File: src/rtl/switch_entry_fifo_pkg.sv
// Shared constants for the key-entry path (switch capture on button press).
package switch_entry_fifo_pkg;

  localparam int unsigned SW_WIDTH       = 8;
  localparam int unsigned KEY_FIFO_DEPTH = 4;
  localparam int unsigned CLK_HZ         = 50_000_000;

endpackage : switch_entry_fifo_pkg

File: src/rtl/switch_entry_fifo_entry_ram.sv
// DEPTH x WIDTH register array: synchronous write, asynchronous read.
module switch_entry_fifo_entry_ram #(
  parameter int unsigned WIDTH = 8,
  parameter int unsigned DEPTH = 4
) (
  input  logic                     clk,
  input  logic                     we_i,
  input  logic [$clog2(DEPTH)-1:0] waddr_i,
  input  logic [WIDTH-1:0]         wdata_i,
  input  logic [$clog2(DEPTH)-1:0] raddr_i,
  output logic [WIDTH-1:0]         rdata_o
);

  logic [WIDTH-1:0] mem_q [DEPTH];

  // Storage is intentionally not reset; emptiness is tracked by the count.
  always_ff @(posedge clk) begin
    if (we_i) begin
      mem_q[waddr_i] <= wdata_i;
    end
  end

  assign rdata_o = mem_q[raddr_i];

endmodule : switch_entry_fifo_entry_ram

File: src/rtl/switch_entry_fifo.sv
// First-word-fall-through FIFO of switch values captured on each key press.
module switch_entry_fifo
  import switch_entry_fifo_pkg::*;
#(
  parameter int unsigned WIDTH = SW_WIDTH,
  parameter int unsigned DEPTH = KEY_FIFO_DEPTH
) (
  input  logic                       clk,
  input  logic                       reset,
  input  logic                       push,
  input  logic [WIDTH-1:0]           sw_in,
  input  logic                       pop,
  input  logic                       clear_ovf,
  output logic [WIDTH-1:0]           data_out,
  output logic                       valid,
  output logic                       full,
  output logic [$clog2(DEPTH+1)-1:0] count,
  output logic                       overflow
);

  localparam int unsigned PTR_W = $clog2(DEPTH);
  localparam int unsigned CNT_W = $clog2(DEPTH+1);

  logic [PTR_W-1:0] rd_ptr_q, rd_ptr_d;
  logic [PTR_W-1:0] wr_ptr_q, wr_ptr_d;
  logic [CNT_W-1:0] count_q, count_d;
  logic             valid_q, valid_d;
  logic             full_q, full_d;
  logic             ovf_q, ovf_d;
  logic             pop_acc_c;
  logic             push_acc_c;
  logic             drop_c;
  logic             we_c;
  logic [WIDTH-1:0] rdata_c;

  // Acceptance, pointer, count and sticky-overflow next state.
  always_comb begin
    rd_ptr_d   = rd_ptr_q;
    wr_ptr_d   = wr_ptr_q;
    count_d    = count_q;
    ovf_d      = ovf_q;
    pop_acc_c  = pop & valid_q;
    push_acc_c = push & (~full_q | pop_acc_c);
    drop_c     = push & full_q & ~pop_acc_c;

    if (pop_acc_c) begin
      rd_ptr_d = rd_ptr_q + PTR_W'(1);
    end
    if (push_acc_c) begin
      wr_ptr_d = wr_ptr_q + PTR_W'(1);
    end
    count_d = count_q + CNT_W'(push_acc_c) - CNT_W'(pop_acc_c);

    // A drop in the same cycle as clear_ovf keeps the flag set.
    if (drop_c) begin
      ovf_d = 1'b1;
    end else if (clear_ovf) begin
      ovf_d = 1'b0;
    end

    valid_d = (count_d != '0);
    full_d  = (count_d == CNT_W'(DEPTH));
  end

  always_ff @(posedge clk) begin
    if (reset) begin
      rd_ptr_q <= '0;
      wr_ptr_q <= '0;
      count_q  <= '0;
      valid_q  <= 1'b0;
      full_q   <= 1'b0;
      ovf_q    <= 1'b0;
    end else begin
      rd_ptr_q <= rd_ptr_d;
      wr_ptr_q <= wr_ptr_d;
      count_q  <= count_d;
      valid_q  <= valid_d;
      full_q   <= full_d;
      ovf_q    <= ovf_d;
    end
  end

  assign we_c = push_acc_c & ~reset;

  switch_entry_fifo_entry_ram #(
    .WIDTH (WIDTH),
    .DEPTH (DEPTH)
  ) u_entry_ram (
    .clk     (clk),
    .we_i    (we_c),
    .waddr_i (wr_ptr_q),
    .wdata_i (sw_in),
    .raddr_i (rd_ptr_q),
    .rdata_o (rdata_c)
  );

  // Head is shown only when an entry exists so stale storage never leaks out.
  assign data_out = valid_q ? rdata_c : '0;
  assign valid    = valid_q;
  assign full     = full_q;
  assign count    = count_q;
  assign overflow = ovf_q;

endmodule : switch_entry_fifo

File: config.mk
export PLATFORM = sky130hd
export DESIGN_NAME = switch_entry_fifo
export DESIGN_NICKNAME = d
export VERILOG_FILES = /design/src/rtl/switch_entry_fifo_pkg.sv /design/src/rtl/switch_entry_fifo_entry_ram.sv /design/src/rtl/switch_entry_fifo.sv
export SDC_FILE = /design/constraint.sdc
export NUM_CORES = 1
export LEC_CHECK = 0
export ABC_AREA = 1
export CAP_MARGIN = 30
export CORE_MARGIN = 4
export CORE_UTILIZATION = 30
export DETAILED_ROUTE_END_ITERATION = 8
export SLEW_MARGIN = 25
export SYNTH_ARGS = -nofsm -noshare
export SYNTH_HDL_FRONTEND = slang
export SYNTH_HIERARCHICAL = 1
export SYNTH_SLANG_ARGS = --single-unit
export TNS_END_PERCENT = 5
File: constraint.sdc
create_clock -name clk -period 2.9 [get_ports clk]
set_input_delay 0.725 -clock clk [delete_from_list [all_inputs] [get_ports clk]]
set_output_delay 0.725 -clock clk [all_outputs]
set_load 0.05 [all_outputs]
==> results of run 1 <==
## routing by layer
metal | global-route usage, % | vias to the layer above | wire (um)
met5 | 0 | - | 0
met4 | 4.945 | 0 | 44
met3 | 3.198 | 2 | 159
met2 | 17.26 | 19 | 1694
met1 | 11.71 | 593 | 1618
li1 | - | 708 | -
## layout by cell type (no fill, tap or decap), types with 2 or more instances in the layout
master                            Yosys  layout
sky130_fd_sc_hd__clkdlybuf4s50_1      0      18
sky130_fd_sc_hd__buf_4                1      17
sky130_fd_sc_hd__inv_1               57      57
sky130_fd_sc_hd__clkbuf_8             0       5
sky130_fd_sc_hd__nand2_1             64      64
sky130_fd_sc_hd__a21oi_1              2       2
sky130_fd_sc_hd__ha_1                 2       2
sky130_fd_sc_hd__nand3_1             18      18
sky130_fd_sc_hd__nor2_1               9       9
sky130_fd_sc_hd__edfxtp_1            32      32
sky130_fd_sc_hd__nor3_1               6       6
sky130_fd_sc_hd__dfxtp_1             10      10
## path summary, 6_finish.rpt
| check | endpoint | start |
|---|---|---|
| worst max-delay path | full | pop |
| worst min register to register | overflow | overflow |
| worst min-delay path | overflow | overflow |
| worst max register to register | full | valid |
## critical path, cell delays in order
cell and delay (ns):
sky130_fd_sc_hd__clkdlybuf4s50_1 0.50, sky130_fd_sc_hd__nand2_4 0.09, sky130_fd_sc_hd__nand2_2 0.08, sky130_fd_sc_hd__nand2_1 0.07
sky130_fd_sc_hd__ha_1 0.27, sky130_fd_sc_hd__inv_1 0.04, sky130_fd_sc_hd__ha_1 0.18, sky130_fd_sc_hd__fa_1 0.38
sky130_fd_sc_hd__inv_1 0.06, sky130_fd_sc_hd__nand2_1 0.06, sky130_fd_sc_hd__nand2_1 0.06, sky130_fd_sc_hd__nand2_1 0.04
sky130_fd_sc_hd__nand2_1 0.05, sky130_fd_sc_hd__nand2_1 0.08, sky130_fd_sc_hd__nor2_1 0.10
## state kept, by name (all words and copies together) (netlist names)
name and flops:
u_entry_ram/mem_q 32, full 1, count 3, valid 1, rd_ptr_q 2, wr_ptr_q 2, overflow 1
## power groups by stage
stage	Clock, W	Sequential, W	Combinational [W]
after global routing	0.000403	0.000783	0.000899
after detailed placement	0	0.000787	0.000821
after global placement	0	0.000789	0.000816
after CTS	0.000378	0.000773	0.000824
final	0.000362	0.000772	0.000811
after floorplan	0	0.000880	0.000499
## cells by family (layout without fill, tap and decap cells)
group | after synthesis | in the layout
adders and majority gates | 3 | 3
and+or+nand+nor | 99 | 99
buffers and inverters | 64 | 101
DFF | 42 | 42
AOI/OAI and AO/OA | 4 | 4
## per-stage QoR
| step | setup slack (ns) | util (%) | area, um2 |
|---|---|---|---|
| after floorplan | 0.5476 | - | 1921 |
| after global placement | 0.09147 | 37.47 | 2271 |
| after detailed placement | 0.05837 | 37.47 | 2271 |
| after CTS | 0.3634 | 38.96 | 2361 |
| after global routing | 0.1998 | 38.96 | 2361 |
| final | 0.3509 | 38.96 | 2361 |
## cell type report
cell class / instances / share of cell area (%)
Clock buffer: 5 / 2.915
Multi-Input combinational cell: 106 / 20.67
Timing Repair Buffer: 35 / 13.04
Sequential cell: 42 / 49.18
Tap cell: 75 / 3.975
Clock inverter: 3 / 0.9009
Inverter: 58 / 9.327
==> impl_metrics.sql, run 1 <==
INSERT INTO impl_metrics (metric_group, metric, value, unit) VALUES
('placement', 'detailed_place_hpwl', '2481', 'um'),
('synthesis', 'synth_top_flop_cell', 'sky130_fd_sc_hd__edfxtp_1', ''),
('grt', 'grt_antenna_before_repair', '0', ''),
('setup_path', 'crit_required', '3.13', 'ns'),
('sta', 'finalHoldViolations', '0', ''),
('setup_path', 'rrSetupSlack', '0.81', 'ns'),
('synthesis', 'synth_enable_flop_cells', '32', ''),
('die', 'io-pin-count', '27', ''),
('sta', 'rsz_0062_raised_after_global_routing', 'false', ''),
('routing', 'dr_total_vias', '1322', ''),
('cts', 'clock_latency', '0.29', 'ns'),
('synthesis', 'synth_top_cells_by_count', 'sky130_fd_sc_hd__nand2_1 (64), sky130_fd_sc_hd__inv_1 (57), sky130_fd_sc_hd__edfxtp_1 (32), sky130_fd_sc_hd__nand3_1 (18), sky130_fd_sc_hd__dfxtp_1 (10)', ''),
('power', 'power.share.combinational', '41.7', '%'),
('synthesis', 'postSynthAreaPerCell', '9.059', 'um2'),
('routing', 'detailedRoute.firstPassIterationCount', '4', ''),
('sta', 'finalCritPeriodShare', '87.90', '%'),
('grt', 'grt_max_degree', '17', ''),
('sta', 'maxClockFrequency', '0.3923', 'GHz'),
('power', 'power.switching_fraction', '41.23', '%'),
('cts', 'clock_tree.root_cell', 'sky130_fd_sc_hd__clkbuf_8', ''),
('routing', 'drt-wirelength-per-cell', '10.85', 'um'),
('routing', 'finalWirelength', '3516', 'um'),
('cells_and_area', 'fillCellCount', '631', ''),
('synthesis', 'synth.area.top_cells', 'sky130_fd_sc_hd__edfxtp_1 (50%), sky130_fd_sc_hd__nand2_1 (13%), sky130_fd_sc_hd__inv_1 (11%)', ''),
('grt', 'grt_pass1_wl', '5747', 'um'),
('die', 'core-area', '6061', 'um2'),
('sta', 'minimum_hold_slack', '0.4731', 'ns'),
('placement', 'dp.cells', '316', ''),
('cells_and_area', 'area.sequential', '1161', 'um2'),
('power', 'finalPower', '0.001945', 'W'),
('setup_path', 'r2r_cells', '14', ''),
('synthesis', 'syn_nets', '228', ''),
('synthesis', 'synth.mux.area_fraction', '0', '%'),
('sta', 'fin_skew', '0.006070', 'ns'),
('grt', 'grt_overflow_total', '0', ''),
('power', 'pwr_density_cell', '823.7', 'nW/um2'),
('min_path', 'hold_path_class', 'reg2reg', ''),
('grt', 'vias_in_the_first_global_route', '1248', ''),
('synthesis', 'ys_seq_area_share', '60.46', '%'),
('cells_and_area', 'diodes', '0', ''),
('synthesis', 'synth_top_family_by_area', 'simple AND/OR/NAND/NOR gates', ''),
('cts', 'cts_hold_repair.buffers', '0', ''),
('cts', 'cts_max_path_buffers', '2', ''),
('sta', 'max_slew_margin', '66.57', '%'),
('setup_path', 'worstSetupPathType', 'in2reg', ''),
('cells_and_area', 'drive_gt1_share', '11.65', '%'),
('synthesis', 'netlist.area_leader.share', '50.03', '%'),
('status', 'run_status', 'completed', ''),
('power', 'power.sequential.fraction', '39.7', '%'),
('cells_and_area', 'area_delta_synth_final', '22.93', '%'),
('die', 'placement_rows', '28', ''),
('synthesis', 'post_synth_and_or_nand_nor_area_fraction', '21.43', '%'),
('cts', 'tritoncts_clock_tree', 'yes', ''),
('power', 'p_clk_share', '18.6', '%'),
('synthesis', 'synth-seq-cells', '42', ''),
('cts', 'cts_setup_buffers', '0', ''),
('sta', 'tightestPinTransition', '0.4999', 'ns'),
('die', 'die_width', '88.01', 'um'),
('cts', 'clk_pin_slew_worst_paths', '0.08', 'ns'),
('die', 'die_area', '7746', 'um2'),
('power', 'internal_power', '0.001143', 'W'),
('routing', 'drcViolationCount', '0', ''),
('power', 'total_leakage_power', '1.127', 'nW'),
('setup_path', 'kind_of_capture_point_of_the_worst_setup_path', 'register', ''),
('sta', 'shortest_clock_period_the_worst_path_allows_after_layout', '2.549', 'ns'),
('cells_and_area', 'layout_net_count', '264', ''),
('sta', 'fin_setup_tns', '0', 'ns'),
('cts', 'cts-buffers-inserted', '5', ''),
('synthesis', 'synth_top_cell_by_area', 'sky130_fd_sc_hd__edfxtp_1', ''),
('synthesis', 'synth-adder-area-share', '2.345', '%'),
('setup_path', 'worstSetupStartpointType', 'input pin', '');
(Power assumes the default switching activity.)
==> inputs of run 2 (changes only) <==
--- a/config.mk
+++ b/config.mk
@@ -7,10 +7,9 @@
 export LEC_CHECK = 0
 export ABC_AREA = 1
 export CAP_MARGIN = 30
-export CORE_MARGIN = 4
 export CORE_UTILIZATION = 30
 export DETAILED_ROUTE_END_ITERATION = 8
-export SLEW_MARGIN = 25
+export RECOVER_POWER = 25
 export SYNTH_ARGS = -nofsm -noshare
 export SYNTH_HDL_FRONTEND = slang
 export SYNTH_HIERARCHICAL = 1
==> run 2 against run 1 <==
Against the previous run:
- maximum frequency shrank 0.25%
- sequential power is essentially flat
- first-iteration DRC count is 56% lower
- cell count shrank 0.31%
- largest cell class unchanged
- count of clock-buffer cells in the layout unchanged
- register-to-register slack improved by 0.04 ns
- combinational power grew 0.9%
- sequential share of layout area increased by 0.078 points
- critical path depth did not move
- flip-flop and latch count stayed put
==> impl_metrics.sql, run 2 (same netlist as run 1, synthesis figures left out) <==
INSERT INTO impl_metrics (metric_group, metric, value, unit) VALUES
('status', 'run_status', 'completed', ''),
('routing', 'drt-wirelength-per-cell', '10.89', 'um'),
('grt', 'vias_in_the_first_global_route', '1322', ''),
('setup_path', 'cp_data_arrival_time', '2.79', 'ns'),
('power', 'pwr_density_cell', '836.6', 'nW/um2'),
('cells_and_area', 'area_delta_synth_final', '22.74', '%'),
('sta', 'fin_skew', '0.005003', 'ns'),
('routing', 'route.detailed.vias_per_inst', '4.189', ''),
('routing', 'dr_total_vias', '1353', ''),
('routing', 'drcViolationCount', '0', ''),
('routing', 'drt-initial-drc-count', '31', ''),
('setup_path', 'worstSetupPathType', 'in2reg', ''),
('power', 'power.share.combinational', '41.5', '%'),
('routing', 'postRouteAntennaNets', '0', ''),
('placement', 'detailed_place.area', '2263', 'um2'),
('cells_and_area', 'max_ffs_per_register', '32', ''),
('setup_path', 'critical_path.max_fanout', '6', ''),
('die', 'die_area', '6726', 'um2'),
('cells_and_area', 'layout_net_count', '263', ''),
('routing', 'detailedRoute.firstPassIterationCount', '4', ''),
('cells_and_area', 'top_library_cells_by_usage_in_the_layout_fill_and_taps_aside', 'sky130_fd_sc_hd__nand2_1 (64), sky130_fd_sc_hd__inv_1 (57), sky130_fd_sc_hd__edfxtp_1 (32)', ''),
('setup_path', 'crit_path_top_delay_cell', 'sky130_fd_sc_hd__clkdlybuf4s50_1', ''),
('power', 'power.switching_fraction', '41.84', '%'),
('cts', 'cts_max_path_buffers', '2', ''),
('power', 'power.sequential.fraction', '39.1', '%'),
('setup_path', 'crit_path_cell_trace', 'clkdlybuf4s50_1 -> nand2_4 -> nand2_2 -> nand2_1 -> ha_1 -> inv_1 -> ha_1 -> fa_1 -> inv_1 -> nand2_1 -> nand2_1 -> nand2_1 -> nand2_1 -> nand2_1 -> nor2_1', ''),
('setup_path', 'maximum_single_stage_delay_on_the_critical_path', '0.50', 'ns'),
('sta', 'timing_max_transition_violations_final', '0', ''),
('cells_and_area', 'commonest_non_fill_non_tap_cell_in_the_layout', 'sky130_fd_sc_hd__nand2_1', ''),
('placement', 'placement.setup.worst_slack', '0.02781', 'ns'),
('cells_and_area', 'multiInputGateArea', '488.0', 'um2'),
('cts', 'cts_setup_buffers', '0', ''),
('placement', 'detailed_place_hpwl', '2483', 'um'),
('power', 'total_leakage_power', '1.123', 'nW'),
('sta', 'finalSetupViolations', '0', ''),
('job', 'drv_cap', '0', ''),
('routing', 'finalWirelength', '3519', 'um'),
('setup_path', 'crit_required', '3.13', 'ns'),
('sta', 'shortest_clock_period_the_worst_path_allows_after_layout', '2.555', 'ns'),
('grt', 'grt_pass1_wl', '5892', 'um'),
('cts', 'clk_pin_slew_worst_paths', '0.08', 'ns'),
('cells_and_area', 'design_area', '2357', 'um2'),
('grt', 'grt_antenna_before_repair', '0', ''),
('power', 'net-switching-power', '0.0008251', 'W'),
('setup_path', 'worstSetupStartpointType', 'input pin', ''),
('cts', 'clock_latency', '0.30', 'ns'),
('cts', 'htree_num_levels', '2', ''),
('placement', 'routability_congestion_estimate', '0.7140', ''),
('cells_and_area', 'fillCellCount', '609', ''),
('die', 'io-pin-count', '27', ''),
('sta', 'fin_setup_tns', '0', 'ns'),
('cells_and_area', 'area.sequential', '1161', 'um2'),
('cts', 'tritoncts_clock_tree', 'yes', ''),
('sta', 'finalHoldViolations', '0', ''),
('die', 'placement_rows', '28', ''),
('cts', 'postCtsResizedCells', '0', ''),
('cts', 'cts_hold_repair.buffers', '0', ''),
('die', 'die_width', '82.01', 'um'),
('setup_path', 'rrSetupSlack', '0.85', 'ns'),
('cells_and_area', 'core_util_final', '38.89', '%'),
('die', 'start_util', '31.69', '%'),
('sta', 'max_slew_margin', '66.45', '%'),
('die', 'die_h', '82.01', 'um'),
('setup_path', 'kind_of_capture_point_of_the_worst_setup_path', 'register', ''),
('cells_and_area', 'diodes', '0', ''),
('setup_path', 'critPathTopFamily', 'adder cells', ''),
('setup_path', 'timing.critical_path.buf_inv', '3', ''),
('cts', 'cts_num_sinks', '42', ''),
('sta', 'rsz_0062_raised_after_global_routing', 'false', ''),
('grt', 'globalRouteTotalUtil', '12.32', '%'),
('sta', 'layout_setup_ws', '0.3446', 'ns'),
('cts', 'clock_tree.root_cell', 'sky130_fd_sc_hd__clkbuf_8', ''),
('placement', 'place.port_buffers', '26', ''),
('sta', 'tightestPinTransition', '0.5017', 'ns'),
('cells_and_area', 'registers.top_by_ff_count', 'u_entry_ram/mem_q', ''),
('cells_and_area', 'drive_gt1_share', '11.29', '%'),
('cts', 'cts-buffers-inserted', '5', ''),
('power', 'internal_power', '0.001147', 'W'),
('power', 'max-vdd-ir-drop', '0.5179', 'mV'),
('die', 'core-area', '6061', 'um2'),
('grt', 'grt_overflow_total', '0', ''),
('sta', 'finalCritPeriodShare', '88.12', '%'),
('min_path', 'hold_path_class', 'reg2reg', ''),
('sta', 'maxClockFrequency', '0.3913', 'GHz'),
('power', 'p_clk_share', '19.4', '%'),
('setup_path', 'crit_path_frequent_cell', 'sky130_fd_sc_hd__nand2_1', ''),
('grt', 'grt_max_degree', '17', '');
-- run 2: cell types whose count changed in the layout (fill, tap and decap cells not counted), sizes merged --
| cell | before | now |
|---|---|---|
| clkdlybuf4s50 | 18 | 11 |
| buf | 17 | 16 |
| inv | 58 | 59 |
| dlygate4sd3 | 0 | 7 |
| clkinv | 2 | 1 |
-- run 2: area by class of cell --
class	count	area share [%]
inverter	58	9.342
multi-input combinational	106	20.70
sequential	42	49.26
clock buffer	5	2.919
clock inverter	3	1.062
timing repair buffer	34	12.74
tap	75	3.981
-- run 2: worst min-delay path: cells and delay by family (launching register included) --
kind               cells  cell delay [ns]
and+or+nand+nor        1             0.06
DFF                    1             0.32
AOI/OAI and AO/OA      1             0.05
-- run 2: final timing paths --
kind                 start        to  cells past startpoint
hold / removal    overflow  overflow                      2
setup / recovery       pop      full                     15
hold reg to reg   overflow  overflow                      2
setup reg to reg     valid      full                     14
-- run 2: power groups by stage --
stage               Sequential [W]  Combinational [W]  Clock, W
finish                    0.000771           0.000818  0.000383
global route              0.000781           0.000907  0.000415
CTS                       0.000772           0.000832  0.000393
detailed placement        0.000784           0.000831         0
global placement          0.000786           0.000815         0
floorplan                 0.000880           0.000499         0
-- run 2: per-stage QoR --
stage | total power [W] | cells | hold slack [ns]
after global placement | 0.001600 | 315 | 0.4614
after global routing | 0.002103 | 323 | 0.5074
final | 0.001972 | 323 | 0.4789
after floorplan | 0.001379 | 212 | 0.4883
after CTS | 0.001996 | 323 | 0.4848
after detailed placement | 0.001615 | 315 | 0.4637
-- run 2: metal layers --
layer / wire length [um] / vias to the layer above / GRT usage (%)
li1: - / 707 / -
met1: 1494 / 608 / 13.59
met5: 0 / - / 0
met3: 179 / 5 / 2.778
met2: 1792 / 33 / 22.48
met4: 52 / 0 / 5.263
==> inputs of run 3 (changes only) <==
--- a/config.mk
+++ b/config.mk
@@ -9,6 +9,7 @@
 export CAP_MARGIN = 30
 export CORE_UTILIZATION = 30
 export DETAILED_ROUTE_END_ITERATION = 8
+export HOLD_SLACK_MARGIN = 0.12
 export RECOVER_POWER = 25
 export SYNTH_ARGS = -nofsm -noshare
 export SYNTH_HDL_FRONTEND = slang
==> results of run 3 <==
Final layout, timing and power as in run 2 (identical DEF).
